[config.mk]
export PLATFORM = sky130hd
export DESIGN_NAME = sr_ff_bank_flat
export DESIGN_NICKNAME = d
export VERILOG_FILES = /design/src/rtl/sr_ff_bank_if.sv /design/src/rtl/sr_ff_bank.sv /design/src/flat_wrapper.sv
export SDC_FILE = /design/constraint.sdc
export NUM_CORES = 1
export LEC_CHECK = 0
export CORE_MARGIN = 1.5
export CORE_UTILIZATION = 38
export DETAILED_ROUTE_END_ITERATION = 12
export PLACE_DENSITY = 0.78
export REMOVE_ABC_BUFFERS = 1
export SLEW_MARGIN = 40
export SYNTH_ARGS = -nofsm -noshare
export SYNTH_HDL_FRONTEND = slang
export SYNTH_SLANG_ARGS = --single-unit
[constraint.sdc]
create_clock -name clk -period 1.6 [get_ports clk]
set_input_delay 0.48 -clock clk [delete_from_list [all_inputs] [get_ports clk]]
set_output_delay 0.48 -clock clk [all_outputs]
set_load 0.02 [all_outputs]
[src/rtl/sr_ff_bank_if.sv]
// sr_ff_bank_if - bundle of the per-channel SR bank signals.
//   en      : per-channel update enable
//   s_n     : per-channel active-low set
//   r_n     : per-channel active-low reset
//   err_clr : synchronous clear of the error flags and counter
//   q, q_n  : registered channel state and its inverse
//   err     : sticky per-channel violation flags
//   err_any : OR of the err flags
//   err_cnt : saturating count of cycles containing a violation
// The master modport drives the control inputs; the slave modport is the bank.
interface sr_ff_bank_if #(
    parameter int WIDTH = 4,
    parameter int CNT_W = 8
);
    logic [WIDTH-1:0] en;
    logic [WIDTH-1:0] s_n;
    logic [WIDTH-1:0] r_n;
    logic             err_clr;
    logic [WIDTH-1:0] q;
    logic [WIDTH-1:0] q_n;
    logic [WIDTH-1:0] err;
    logic             err_any;
    logic [CNT_W-1:0] err_cnt;

    modport master (
        output en, s_n, r_n, err_clr,
        input  q, q_n, err, err_any, err_cnt
    );

    modport slave (
        input  en, s_n, r_n, err_clr,
        output q, q_n, err, err_any, err_cnt
    );
endinterface

[src/rtl/sr_ff_bank.sv]
// sr_ff_bank - bank of WIDTH edge-triggered SR flip-flops with active-low
// set/reset, per-channel enable, a selectable policy for the forbidden
// "both asserted" input, sticky per-channel error flags and a saturating
// violation-cycle counter.
//   clk   : rising-edge clock
//   rst_n : synchronous active-low reset (q <= RESET_VAL, errors cleared)
//   bus   : sr_ff_bank_if slave (en, s_n, r_n, err_clr in; q, q_n, err,
//           err_any, err_cnt out). Every output is a register.
// INVALID_MODE: 0 hold, 1 set-dominant, 2 reset-dominant, 3 toggle.
module sr_ff_bank #(
    parameter int               WIDTH        = 4,
    parameter int               INVALID_MODE = 0,
    parameter logic [WIDTH-1:0] RESET_VAL    = '0,
    parameter int               CNT_W        = 8
) (
    input logic          clk,
    input logic          rst_n,
    sr_ff_bank_if.slave  bus
);

    logic [WIDTH-1:0] q_p0;
    logic [WIDTH-1:0] q_n_p0;
    logic [WIDTH-1:0] err_p0;
    logic             err_any_p0;
    logic [CNT_W-1:0] cnt_p0;

    logic [WIDTH-1:0] viol;
    logic [WIDTH-1:0] q_nxt;
    logic [WIDTH-1:0] err_nxt;
    logic [CNT_W-1:0] cnt_nxt;

    // Increment that sticks at the all-ones value instead of wrapping.
    function automatic logic [CNT_W-1:0] sat_inc(input logic [CNT_W-1:0] v);
        if (&v) begin
            return v;
        end
        return v + 1'b1;
    endfunction

    // Next state of one channel given its enable, set/reset and current value.
    function automatic logic sr_next(input logic e, input logic s, input logic r,
                                     input logic cur);
        logic nxt;
        nxt = cur;
        if (e) begin
            case ({s, r})
                2'b01:   nxt = 1'b1;
                2'b10:   nxt = 1'b0;
                2'b00: begin
                    case (INVALID_MODE)
                        1:       nxt = 1'b1;
                        2:       nxt = 1'b0;
                        3:       nxt = ~cur;
                        default: nxt = cur;
                    endcase
                end
                default: nxt = cur;
            endcase
        end
        return nxt;
    endfunction

    always_comb begin
        viol  = bus.en & ~bus.s_n & ~bus.r_n;
        q_nxt = q_p0;
        for (int i = 0; i < WIDTH; i++) begin
            q_nxt[i] = sr_next(bus.en[i], bus.s_n[i], bus.r_n[i], q_p0[i]);
        end

        // A clear and a fresh violation in the same cycle: the new event wins.
        err_nxt = bus.err_clr ? viol : (err_p0 | viol);

        cnt_nxt = cnt_p0;
        if (bus.err_clr) begin
            cnt_nxt = (|viol) ? CNT_W'(1) : '0;
        end else if (|viol) begin
            cnt_nxt = sat_inc(cnt_p0);
        end
    end

    // ---- stage p0: registered state and outputs ----
    always_ff @(posedge clk) begin
        if (!rst_n) begin
            q_p0       <= RESET_VAL;
            q_n_p0     <= ~RESET_VAL;
            err_p0     <= '0;
            err_any_p0 <= 1'b0;
            cnt_p0     <= '0;
        end else begin
            q_p0       <= q_nxt;
            q_n_p0     <= ~q_nxt;
            err_p0     <= err_nxt;
            err_any_p0 <= |err_nxt;
            cnt_p0     <= cnt_nxt;
        end
    end

    assign bus.q       = q_p0;
    assign bus.q_n     = q_n_p0;
    assign bus.err     = err_p0;
    assign bus.err_any = err_any_p0;
    assign bus.err_cnt = cnt_p0;

endmodule

[src/flat_wrapper.sv]
// flat-port wrapper written by rule: the top's interface ports become plain ports
module sr_ff_bank_flat 
#(
    parameter int               WIDTH        = 4,
    parameter int               INVALID_MODE = 0,
    parameter logic [WIDTH-1:0] RESET_VAL    = '0,
    parameter int               CNT_W        = 8
)
  (clk, rst_n, bus_en, bus_s_n, bus_r_n, bus_err_clr, bus_q, bus_q_n, bus_err, bus_err_any, bus_err_cnt);
  sr_ff_bank_if #(.WIDTH(WIDTH), .CNT_W(CNT_W)) bus_i ();
  input logic clk;
  input logic rst_n;
  input wire logic [$bits(bus_i.en)-1:0] bus_en;
  input wire logic [$bits(bus_i.s_n)-1:0] bus_s_n;
  input wire logic [$bits(bus_i.r_n)-1:0] bus_r_n;
  input wire logic [$bits(bus_i.err_clr)-1:0] bus_err_clr;
  output wire logic [$bits(bus_i.q)-1:0] bus_q;
  output wire logic [$bits(bus_i.q_n)-1:0] bus_q_n;
  output wire logic [$bits(bus_i.err)-1:0] bus_err;
  output wire logic [$bits(bus_i.err_any)-1:0] bus_err_any;
  output wire logic [$bits(bus_i.err_cnt)-1:0] bus_err_cnt;
  assign bus_i.en = bus_en;
  assign bus_i.s_n = bus_s_n;
  assign bus_i.r_n = bus_r_n;
  assign bus_i.err_clr = bus_err_clr;
  assign bus_q = bus_i.q;
  assign bus_q_n = bus_i.q_n;
  assign bus_err = bus_i.err;
  assign bus_err_any = bus_i.err_any;
  assign bus_err_cnt = bus_i.err_cnt;
  sr_ff_bank #(.WIDTH(WIDTH), .INVALID_MODE(INVALID_MODE), .RESET_VAL(RESET_VAL), .CNT_W(CNT_W)) u_core (.clk(clk), .rst_n(rst_n), .bus(bus_i));
endmodule
==> summary.md, run 1 <==
| Metric | Value |
|---|---|
| Reg2reg setup slack | `70 ps` |
| Synth Area per Inst | `9.409 um2` |
| Post-synthesis mux area share | `0.04172` |
| Part of the power in registers | `0.551` |
| Worst Path Arrival | `1810 ps` |
| Synth Area in Simple Gates | `0.2386` |
| Cell taking the most area after synthesis | `dfxtp_1` |
| Placed Area | `1433 um2` |
| Clock transition at path regs | `120 ps` |
| Row count | `18` |
| Leak pwr | `0.6931 nW` |
| DRC | `0` |
| RSZ-0062 raised after global routing | `no` |
| Sw Ratio | `0.2717` |
| Post-synthesis adder-cell area fraction | `0.06519` |
| Post-synth cell types | `30` |
| CTS sink cnt | `21` |
| H-tree depth | `1` |
| Initial core utilization | `0.3945` |
| DR vias | `970` |
| Post-detail-place hpwl | `1792 um` |
| R2R depth | `5` |
| Commonest non-fill, non-tap cells in the layout | `dlygate4sd2_1, dfxtp_1, buf_4` |
| Critical Path Sink Type | `flop` |
| Sequential-to-total area share from yosys stat | `0.4381` |
| IO Port Bufs | `35` |
| Root Buffer | `clkbuf_4` |
| HP Class | `reg -> reg` |
| Top Ports | `36` |
| ANT nets after route | `0` |
| Crit path launch type | `input port` |
| Cells after Synth | `102` |
| Core area | `2432 um2` |
| Layout area overhead | `58.28%` |
| Top post-synthesis cells by area | `dfxtp_1, ha_1, nor3b_2` |
| Antenna cells | `0` |
| Num CTS Buffers | `3` |
| Most common cell after layout, fill and taps aside | `dlygate4sd2_1` |
| Outcome | `finished clean` |
| Synth Register Bits | `21` |
| Max_slew headroom | `0.7292` |
| Slew @ Worst Pin | `403.1 ps` |
| Comb pwr share | `0.192` |
| Vias per inst | `5.215` |
| Post-route cell area | `1519 um2` |
| Largest net degree at the start of global routing | `13` |
| Clk buf depth | `2` |
| Clk pwr share | `0.257` |
| Synthesis warning total | `0` |
| Largest family of logic cells by synthesized area | `simple AND/OR/NAND/NOR gates` |
| Initial antenna violation count | `0` |
| Hold Crit Depth | `2` |
| Setup violators final | `0` |
| Worst Hold Launch | `u_core.bus.err_cnt[1]` |
| Fraction of final layout cells sized beyond drive strength 1 | `0.2436` |
| Worst Setup Path Type | `in -> reg` |
| Height of the chip | `53.26 um` |
| First-pass iteration count of the detailed router | `4` |
| Hold Slack | `516.4 ps` |
| GRT overflow | `0` |
| Psw | `0.2713 mW` |
| Max rail drop VDD | `0.5761 mV` |
| Die extent in x | `53.26 um` |
| CTS tree | `built` |
| Compound-Gate Fraction of Synth Area | `0.1604` |
| Fmax | `633.5 MHz` |
| Max Slew Vio Count | `0` |
| DR iter-0 viols | `33` |
| First-pass GRT wire length | `3926 um` |
| Drt total wl | `2512 um` |
| Clock latency at the later pin of the worst-skew pair | `300 ps` |
| Crit Reg-Reg Endpoint | `u_core.bus.err_cnt[4]` |
| Routed len/inst | `13.51 um` |
| Post-synthesis xor/xnor area fraction | `0` |
| Internal | `0.7274 mW` |
| Post-layout min period | `1579 ps` |
| Crit path max fanout | `5` |
| Req. time, crit path | `1830 ps` |
| Tot GR Track Use | `0.1884` |
| Synth top area share | `0.4381` |
| Max-cap violations | `0` |
| Fin crit share | `0.9866` |
| Vias in the first global route | `966` |
| DIE AREA | `2836 um2` |
| Area of the mapped netlist | `959.7 um2` |
| Critical R2R Launch | `u_core.bus.err_cnt[0]` |
| Worst clock skew | `7.045 ps` |
| Worst Hold End | `u_core.bus.err_cnt[1]` |
| GP Congestion | `0.7771` |
| PD cells | `657.5 nW/um2` |
| Nets | `177` |
| Final Hold Fails | `0` |
critical path, stage by stage:
cell and delay [ps]:
dlygate4sd2_1 250, nor3b_4 170, buf_4 140, nor4_4 380, buf_4 180, o21ai_0 80
a21oi_1 140
flip-flops by register name, indices dropped and copies added, names as in the netlist:
| register | count |
|---|---|
| u_core.bus.err_cnt | 8 |
| u_core.bus.err | 4 |
| u_core.bus.q | 4 |
| u_core.bus.q_n | 4 |
| u_core.bus.err_any | 1 |
repair_timing:
item | CTS | global route
gates cloned | 1 | 0
hold endpoints to repair | 0 | 0
hold buffers | 0 | 0
setup buffers | 1 | 3
resized for setup | 41 | 12
pin swaps | 8 | 4
endpoints found under the setup margin | 29 | 8
cells in the mapped netlist:
cell type  count
mux2i_1        4
o21ai_0        2
a21oi_1        9
a31o_1         1
nor4_1         2
a211oi_2       1
o31ai_1        2
o2111a_1       1
buf_2          1
nand3_1        4
o41ai_1        2
buf_4          1
a41oi_1        1
inv_1         10
nor4_2         1
o31a_1         1
nor3b_2        4
nand4b_1       1
clkinv_1       1
o311ai_0       1
nand2b_1       4
and3_1         1
or4_1          3
nand4_1        2
ha_1           5
or2_2          1
dfxtp_1       21
o21a_1         1
nand2_1        2
nor2_1        12
layout make-up:
class                   instances  area, um2
flip-flops and latches         21      426.7
multi-input cells              69      564.3
inverters                      11      41.29
clock inverters                 1      5.005
fillers                       227      913.4
repair buffers                 51      421.7
clock buffers                   3      22.52
well taps                      30      37.54
through the flow:
| step | power [mW] | util | cells | setup WS, ps | setup TNS [ps] |
|---|---|---|---|---|---|
| global route | 1.050 | 0.6245 | 186 | 0.4716 | 0 |
| detailed placement | 0.7511 | 0.5890 | 178 | -639.2 | -6137 |
| CTS | 0.9970 | 0.6085 | 183 | -60.53 | -60.53 |
| global placement | 0.7450 | 0.5890 | 178 | -553.8 | -5434 |
| floorplan | 0.6419 | - | 100 | -98.28 | -501.6 |
| finish | 0.9987 | 0.6245 | 186 | 21.44 | 0 |
cell families (layout without fill, tap and decap cells):
group	after synthesis	after routing
flops	21	21
mux	4	4
fa+ha+maj	5	5
compound gates	22	22
simple gates	37	38
buf+inv	13	66
worst max path at each step:
stage                     startpoint  slack [ps]                    end
after floorplan            bus_en[1]        -100  u_core.bus.err_cnt[6]
after global placement     bus_en[1]        -550  u_core.bus.err_cnt[4]
after detailed placement   bus_en[1]        -640  u_core.bus.err_cnt[4]
after CTS                 bus_r_n[0]         -60  u_core.bus.err_cnt[4]
after global routing      bus_s_n[0]         0.5  u_core.bus.err_cnt[4]
final                      bus_en[2]          20  u_core.bus.err_cnt[1]
power groups by stage:
| stage | Sequential (mW) | Clock, mW | Combinational [mW] |
|---|---|---|---|
| finish | 0.550 | 0.257 | 0.192 |
| detailed placement | 0.562 | 0 | 0.189 |
| global route | 0.552 | 0.289 | 0.209 |
| global placement | 0.561 | 0 | 0.184 |
| CTS | 0.550 | 0.260 | 0.188 |
| floorplan | 0.581 | 0 | 0.0609 |
metal layers:
layer	share of wire	track usage	vias up
li1	-	-	481
met1	0.40	0.2114	444
met5	0	0	-
met3	0.062	0.03955	2
met2	0.53	0.3395	43
met4	0.0056	0.07692	0
Power figures use the tool's default switching activity.
==> run 2, diff against run 1 <==
Settings changed: ABC_AREA set to 1, CORE_UTILIZATION 38 to 40, PLACE_DENSITY 0.78 to 0.79.
==> run 2 against run 1 <==
Effect of this change: non-clock buffer count fell by 5; global-route usage rose by 0.18 points; critical path depth fell by 6; core utilization fell by 1.1 points; fmax rose by 3.4%; clock-buffer cell count did not move; combinational power rose by 27%; register-to-register slack improved by 130 ps; power rose by 6.9%; first-iteration DRC count fell by 58%.
==> summary.md, run 2 <==
| Metric | Value |
|---|---|
| Core area | `2522 um2 (+3.7%)` |
| DR vias | `1095 (+13%)` |
| Critical Path Sink Type | `output port` |
| Cell taking the most area after synthesis | `dfxtp_1` |
| Sw Ratio | `0.2933 (+0.02169)` |
| Most common cell after layout, fill and taps aside | `inv_1` |
| RSZ-0062 raised after global routing | `no` |
| Row count | `18 (unchanged)` |
| GP Congestion | `0.8112 (+4.4%)` |
| Vias per inst | `4.720 (-9.5%)` |
| Worst path slowest cell | `dfxtp_1` |
| Final Hold Fails | `0 (unchanged)` |
| EDFF count, synth | `0 (unchanged)` |
| Clock transition at path regs | `110 ps (about the same)` |
| Post-detail-place hpwl | `2020 um (+13%)` |
| Top Ports | `36 (unchanged)` |
| Largest net degree at the start of global routing | `13 (unchanged)` |
| First-pass iteration count of the detailed router | `4 (unchanged)` |
| Synthesis warning total | `0 (unchanged)` |
| Synth top cells by count | `inv_1, dfxtp_1, nor2_1` |
| Crit-path cells | `dlygate4sd2_1` |
| Slew @ Worst Pin | `315.9 ps (-87.26 ps)` |
| Fill cells | `249 (+9.7%)` |
| Psw | `0.3132 mW (+15%)` |
| Count leader, synth | `inv_1` |
| Util after Layout | `0.6131 (-0.01139)` |
| First-pass GRT wire length | `4084 um (+4.0%)` |
| GRT overflow | `0 (unchanged)` |
| Setup violators final | `0 (unchanged)` |
| Max reg flops | `8 (unchanged)` |
| Critical R2R Launch | `u_core.bus.err_cnt[0]` |
| Initial core utilization | `0.4276 (+0.03303)` |
| Worst clock skew | `7.614 ps (+0.5685 ps)` |
| Clk pwr share | `0.246 (-0.011)` |
| Max rail drop VDD | `0.6694 mV (+16%)` |
| Bufs and invs on worst path | `1 (-2)` |
| H-tree depth | `1 (unchanged)` |
| CP startpoint | `u_core.bus.err_cnt[4]` |
| Max Slew Vio Count | `0 (unchanged)` |
| Internal | `0.7545 mW (+3.7%)` |
| Worst Hold Launch | `u_core.bus.err_cnt[4]` |
| Leak pwr | `0.7690 nW (+11%)` |
| DR iter-0 viols | `14 (-58%)` |
| Antenna cells | `0 (unchanged)` |
| Commonest non-fill, non-tap cells in the layout | `inv_1, nor2_1, dfxtp_1` |
| Synth Register Bits | `21 (unchanged)` |
| Slowest stage delay, CP | `390 ps (about the same)` |
| Crit path max fanout | `4 (-1)` |
| Outcome | `finished clean` |
| Num CTS Buffers | `3 (unchanged)` |
| Routed len/inst | `10.61 um (-21%)` |
| Die extent in x | `54.93 um (+3.1%)` |
| Nets | `223 (+26%)` |
| Worst Setup Path Type | `reg -> out` |
| DIE AREA | `3017 um2 (+6.4%)` |
| IO Port Bufs | `35 (unchanged)` |
| Dominant synthesized flop cell | `dfxtp_1` |
| CTS sink cnt | `21 (unchanged)` |
| HP Class | `reg -> reg` |
| Layout area overhead | `43.39%` |
| Fin cells | `232 (+25%)` |
| Worst Path Arrival | `1050 ps (-760 ps)` |
| Crit path launch type | `flop` |
| Req. time, crit path | `1120 ps (-710 ps)` |
| Vias in the first global route | `1025 (+6.1%)` |
| ANT nets after route | `0 (unchanged)` |
| Post-layout min period | `1527 ps (-51.50 ps)` |
| Clock latency at the later pin of the worst-skew pair | `310 ps (about the same)` |
| Clk buf depth | `2 (unchanged)` |
| Register Area | `420.4 um2 (-1.5%)` |
| Post-synth cell types | `19 (-37%)` |
| Cell family with most CP delay | `flip-flops` |
| PD cells | `690.4 nW/um2 (+5.0%)` |
| Tot GR Track Use | `0.1902 (+0.001758)` |
| Async set-reset flop share out of synthesis | `0 (unchanged)` |
| DRC | `0 (unchanged)` |
| Max-cap violations | `0 (unchanged)` |
| Synth top area share | `0.3898 (-0.04828)` |
| CTS tree | `built` |
| Root Buffer | `clkbuf_4` |
| Initial antenna violation count | `0 (unchanged)` |
| Dpl cells | `228 (+28%)` |
| Cts hold-fix bufs | `0 (unchanged)` |
| Height of the chip | `54.93 um (+3.1%)` |
| Fmax | `654.9 MHz (+3.4%)` |
| Area of the multi-input gates | `510.5 um2 (-9.5%)` |
| Top post-synthesis cells by area | `dfxtp_1, inv_1, nor2_1` |
| Max_slew headroom | `0.7892 (+0.05996)` |
| Number of setup buffers added after CTS | `0 (-1)` |
| Area of the mapped netlist | `1079 um2 (+12%)` |
| Part of the power in registers | `0.527 (-0.024)` |
| Drt total wl | `2462 um (-2.0%)` |
| Comb pwr share | `0.228 (+0.036)` |
| Fin crit share | `0.9544 (-0.03219)` |
| Sequential-to-total area share from yosys stat | `0.3898 (-0.04828)` |
| Synth Area per Inst | `7.049 um2 (-25%)` |
| Cells after Synth | `153 (+50%)` |
| Fraction of final layout cells sized beyond drive strength 1 | `0.1287 (-0.1149)` |
==> run 2: timing repair <==
item,CTS,global route
resized for setup,21,1
endpoints found under the hold margin,0,0
endpoints found under the setup margin,21,1
==> run 2: metrics by stage <==
step | hold slack [ps] | area (um2) | setup WS, ps | setup TNS (ps) | total power [mW]
floorplan | 559.4 | 1074 | 220.8 | 0 | 0.7053
global placement | 473.4 | 1544 | -155.3 | -1619 | 0.8284
detailed placement | 494.8 | 1544 | -261.1 | -2409 | 0.8399
CTS | 511.3 | 1545 | 49.18 | 0 | 1.082
global route | 535.4 | 1546 | 0.5531 | 0 | 1.134
finish | 506.3 | 1546 | 72.94 | 0 | 1.068
==> run 2: cells by family (layout without fill, tap and decap cells) <==
| kind of cell | after synthesis | in the layout | share of synthesized area |
|---|---|---|---|
| AND/OR/NAND/NOR | 75 | 75 | 0.3399 |
| buffers and inverters | 39 | 88 | 0.1369 |
| AO/OA/AOI/OAI | 13 | 13 | 0.07540 |
| flip-flops | 21 | 21 | 0.3898 |
| adder cells (fa/ha/maj) | 5 | 5 | 0.05800 |
==> run 2: cell type report <==
cell class,instances,share of cell area
Clock inverter,1,0.003236
Timing Repair Buffer,46,0.2638
Tap cell,30,0.02427
Sequential cell,21,0.2718
Multi-Input combinational cell,93,0.3301
Clock buffer,3,0.01456
Inverter,38,0.09223
==> run 2: power by group through the flow <==
stage / Combinational [mW] / Sequential [mW] / Clock (mW)
floorplan: 0.0950 / 0.610 / 0
global placement: 0.254 / 0.574 / 0
detailed placement: 0.265 / 0.575 / 0
CTS: 0.247 / 0.563 / 0.273
global route: 0.268 / 0.566 / 0.299
finish: 0.243 / 0.562 / 0.262
==> run 2: routing by layer <==
| metal | global-route usage | vias to the layer above | routed length (um) | share of wire |
|---|---|---|---|---|
| li1 | - | 575 | - | - |
| met1 | 0.2060 | 480 | 1017 | 0.41 |
| met2 | 0.3353 | 35 | 1231 | 0.50 |
| met3 | 0.05376 | 5 | 163 | 0.066 |
| met4 | 0.09756 | 0 | 50 | 0.020 |
| met5 | 0 | - | 0 | 0 |
==> run 2: worst reg2reg max path, stage by stage, from the launching register on <==
cell,delay (ps)
dfxtp_1,340
buf_4,110
ha_1,170
nand2_2,90
nor2_4,140
nand4_1,210
nand3_1,180
a21oi_2,60
==> run 2: worst paths after layout <==
| check | end | slack [ps] | cells past startpoint |
|---|---|---|---|
| max | bus_err_cnt[4] | 70 | 1 |
| min | u_core.bus.err_cnt[4] | 510 | 2 |
| max reg2reg | u_core.bus.err_cnt[0] | 200 | 7 |
| min reg2reg | u_core.bus.err_cnt[4] | 510 | 2 |
==> run 3, diff against run 2 <==
Settings changed: PLACE_DENSITY 0.79 to 0.8.
==> run 3 against run 2 <==
Effect of this change: final cell count is 0.86% higher; global-route usage down 0.11 points; die area unchanged; sequential power is essentially flat; critical path depth stayed put; critical path type unchanged; highest routed layer unchanged.
==> summary.md, run 3 (synthesis results as in run 2) <==
| Metric | Value |
|---|---|
| Largest net degree at the start of global routing | `13 (unchanged)` |
| Max Slew Vio Count | `0 (unchanged)` |
| Slew @ Worst Pin | `269.5 ps (-46.35 ps)` |
| Layout area overhead | `44.66%` |
| Clock latency at the later pin of the worst-skew pair | `300 ps (about the same)` |
| Row count | `18 (unchanged)` |
| CTS tree | `built` |
| PD cells | `681.8 nW/um2 (-1.2%)` |
| Initial antenna violation count | `0 (unchanged)` |
| Critical Path Sink Type | `output port` |
| Fin cells | `234 (+0.86%)` |
| Max reg flops | `8 (unchanged)` |
| H-tree depth | `1 (unchanged)` |
| DRC | `0 (unchanged)` |
| HP Class | `reg -> reg` |
| Worst path slowest cell | `dfxtp_1` |
| Fraction of final layout cells sized beyond drive strength 1 | `0.1373 (+0.008542)` |
| Register Area | `420.4 um2 (unchanged)` |
| Worst Hold Launch | `u_core.bus.err_cnt[4]` |
| Crit-path cells | `dlygate4sd2_1` |
| RSZ-0062 raised after global routing | `no` |
| Outcome | `finished clean` |
| Cell family with most CP delay | `flip-flops` |
| Routed len/inst | `10.23 um (-3.6%)` |
| Die extent in x | `54.93 um (unchanged)` |
| Clock transition at path regs | `120 ps (about the same)` |
| Tot GR Track Use | `0.1891 (-0.001129)` |
| Fin crit share | `0.9534 (-0.0009775)` |
| Fmax | `655.5 MHz (+0.10%)` |
| Post-detail-place hpwl | `1983 um (-1.8%)` |
| Commonest non-fill, non-tap cells in the layout | `inv_1, nor2_1, dlygate4sd2_1, dfxtp_1, nand2_1` |
| Clk buf depth | `2 (unchanged)` |
| Nets | `225 (+0.90%)` |
| DIE AREA | `3017 um2 (unchanged)` |
| CP startpoint | `u_core.bus.err_cnt[2]` |
| GP Congestion | `0.8040 (-0.89%)` |
| DR vias | `1092 (-0.27%)` |
| Slowest stage delay, CP | `400 ps (about the same)` |
| Number of setup buffers added after CTS | `0 (unchanged)` |
| Initial core utilization | `0.4276 (unchanged)` |
| Top Ports | `36 (unchanged)` |
| Drt total wl | `2394 um (-2.8%)` |
| First-pass iteration count of the detailed router | `4 (unchanged)` |
| Antenna cells | `0 (unchanged)` |
| Vias per inst | `4.667 (-1.1%)` |
| Worst Path Arrival | `1050 ps (about the same)` |
| Hold Slack | `504.7 ps (-1.615 ps)` |
| Num CTS Buffers | `3 (unchanged)` |
| Max-cap violations | `0 (unchanged)` |
| Crit path max fanout | `4 (unchanged)` |
| Placed Area | `1559 um2 (+0.97%)` |
| Req. time, crit path | `1120 ps (about the same)` |
| Bufs and invs on worst path | `1 (unchanged)` |
| Height of the chip | `54.93 um (unchanged)` |
| Setup violators final | `0 (unchanged)` |
| Critical R2R Launch | `u_core.bus.err_cnt[0]` |
| ANT nets after route | `0 (unchanged)` |
| Leak pwr | `0.7823 nW (+1.7%)` |
| Most common cell after layout, fill and taps aside | `inv_1` |
| Core area | `2522 um2 (unchanged)` |
| Worst clock skew | `4.629 ps (-2.985 ps)` |
| Worst Setup Path Type | `reg -> out` |
| Post-layout min period | `1525 ps (-1.564 ps)` |
| Dpl cells | `230 (+0.88%)` |
| Crit path launch type | `flop` |
| Root Buffer | `clkbuf_4` |
| Final Hold Fails | `0 (unchanged)` |
| IO Port Bufs | `35 (unchanged)` |
| Max rail drop VDD | `0.5583 mV (-17%)` |
| GRT overflow | `0 (unchanged)` |
| Setup_tns | `0 ps (unchanged)` |
| CTS sink cnt | `21 (unchanged)` |
| Max_slew headroom | `0.8184 (+0.02923)` |
| Post-route cell area | `1560 um2 (+0.89%)` |
| Area of the multi-input gates | `510.5 um2 (unchanged)` |
| First-pass GRT wire length | `4202 um (+2.9%)` |
| Vias in the first global route | `1085 (+5.9%)` |
| Fill cells | `245 (-1.6%)` |
| DR iter-0 viols | `24 (+10)` |
run 3: path summary, 6_finish.rpt:
| check | endpoint | slack, ps | cells past startpoint |
|---|---|---|---|
| hold / removal | u_core.bus.err_cnt[4] | 500 | 2 |
| hold reg to reg | u_core.bus.err_cnt[4] | 500 | 2 |
| setup reg to reg | u_core.bus.err_cnt[0] | 190 | 7 |
| setup / recovery | bus_err_cnt[2] | 70 | 1 |
run 3: cell type report:
| class | instances | share of cell area |
|---|---|---|
| Multi-Input combinational cell | 93 | 0.3272 |
| Timing Repair Buffer | 48 | 0.2702 |
| Sequential cell | 21 | 0.2694 |
| Inverter | 38 | 0.09142 |
| Tap cell | 30 | 0.02406 |
| Clock buffer | 3 | 0.01443 |
| Clock inverter | 1 | 0.003208 |
run 3: power breakdown:
group	switching, mW	internal (mW)
clock network	0.163	0.0931
registers	0.0114	0.551
logic	0.132	0.113
run 3: metal layers:
layer / track usage / vias to the layer above / wire (um)
li1: - / 581 / -
met1: 0.2209 / 482 / 1017
met2: 0.3313 / 25 / 1224
met3: 0.04301 / 4 / 123
met4: 0.07724 / 0 / 28
met5: 0 / - / 0
run 3: stage by stage:
step             util  power [mW]  setup WS (ps)
2_1_floorplan       -      0.7053          220.8
3_3_place_gp   0.6181      0.8317         -155.2
3_5_place_dp   0.6181      0.8413         -195.4
4_1_cts        0.6186       1.071          63.61
5_1_grt        0.6186       1.125          8.419
6_report       0.6186       1.064          74.50
run 3: repair_timing:
| action | 4_1_cts | 5_1_grt |
|---|---|---|
| endpoints found under the setup margin | 21 | 0 |
| gates resized for setup | 21 | 0 |
| hold buffers | 0 | 0 |
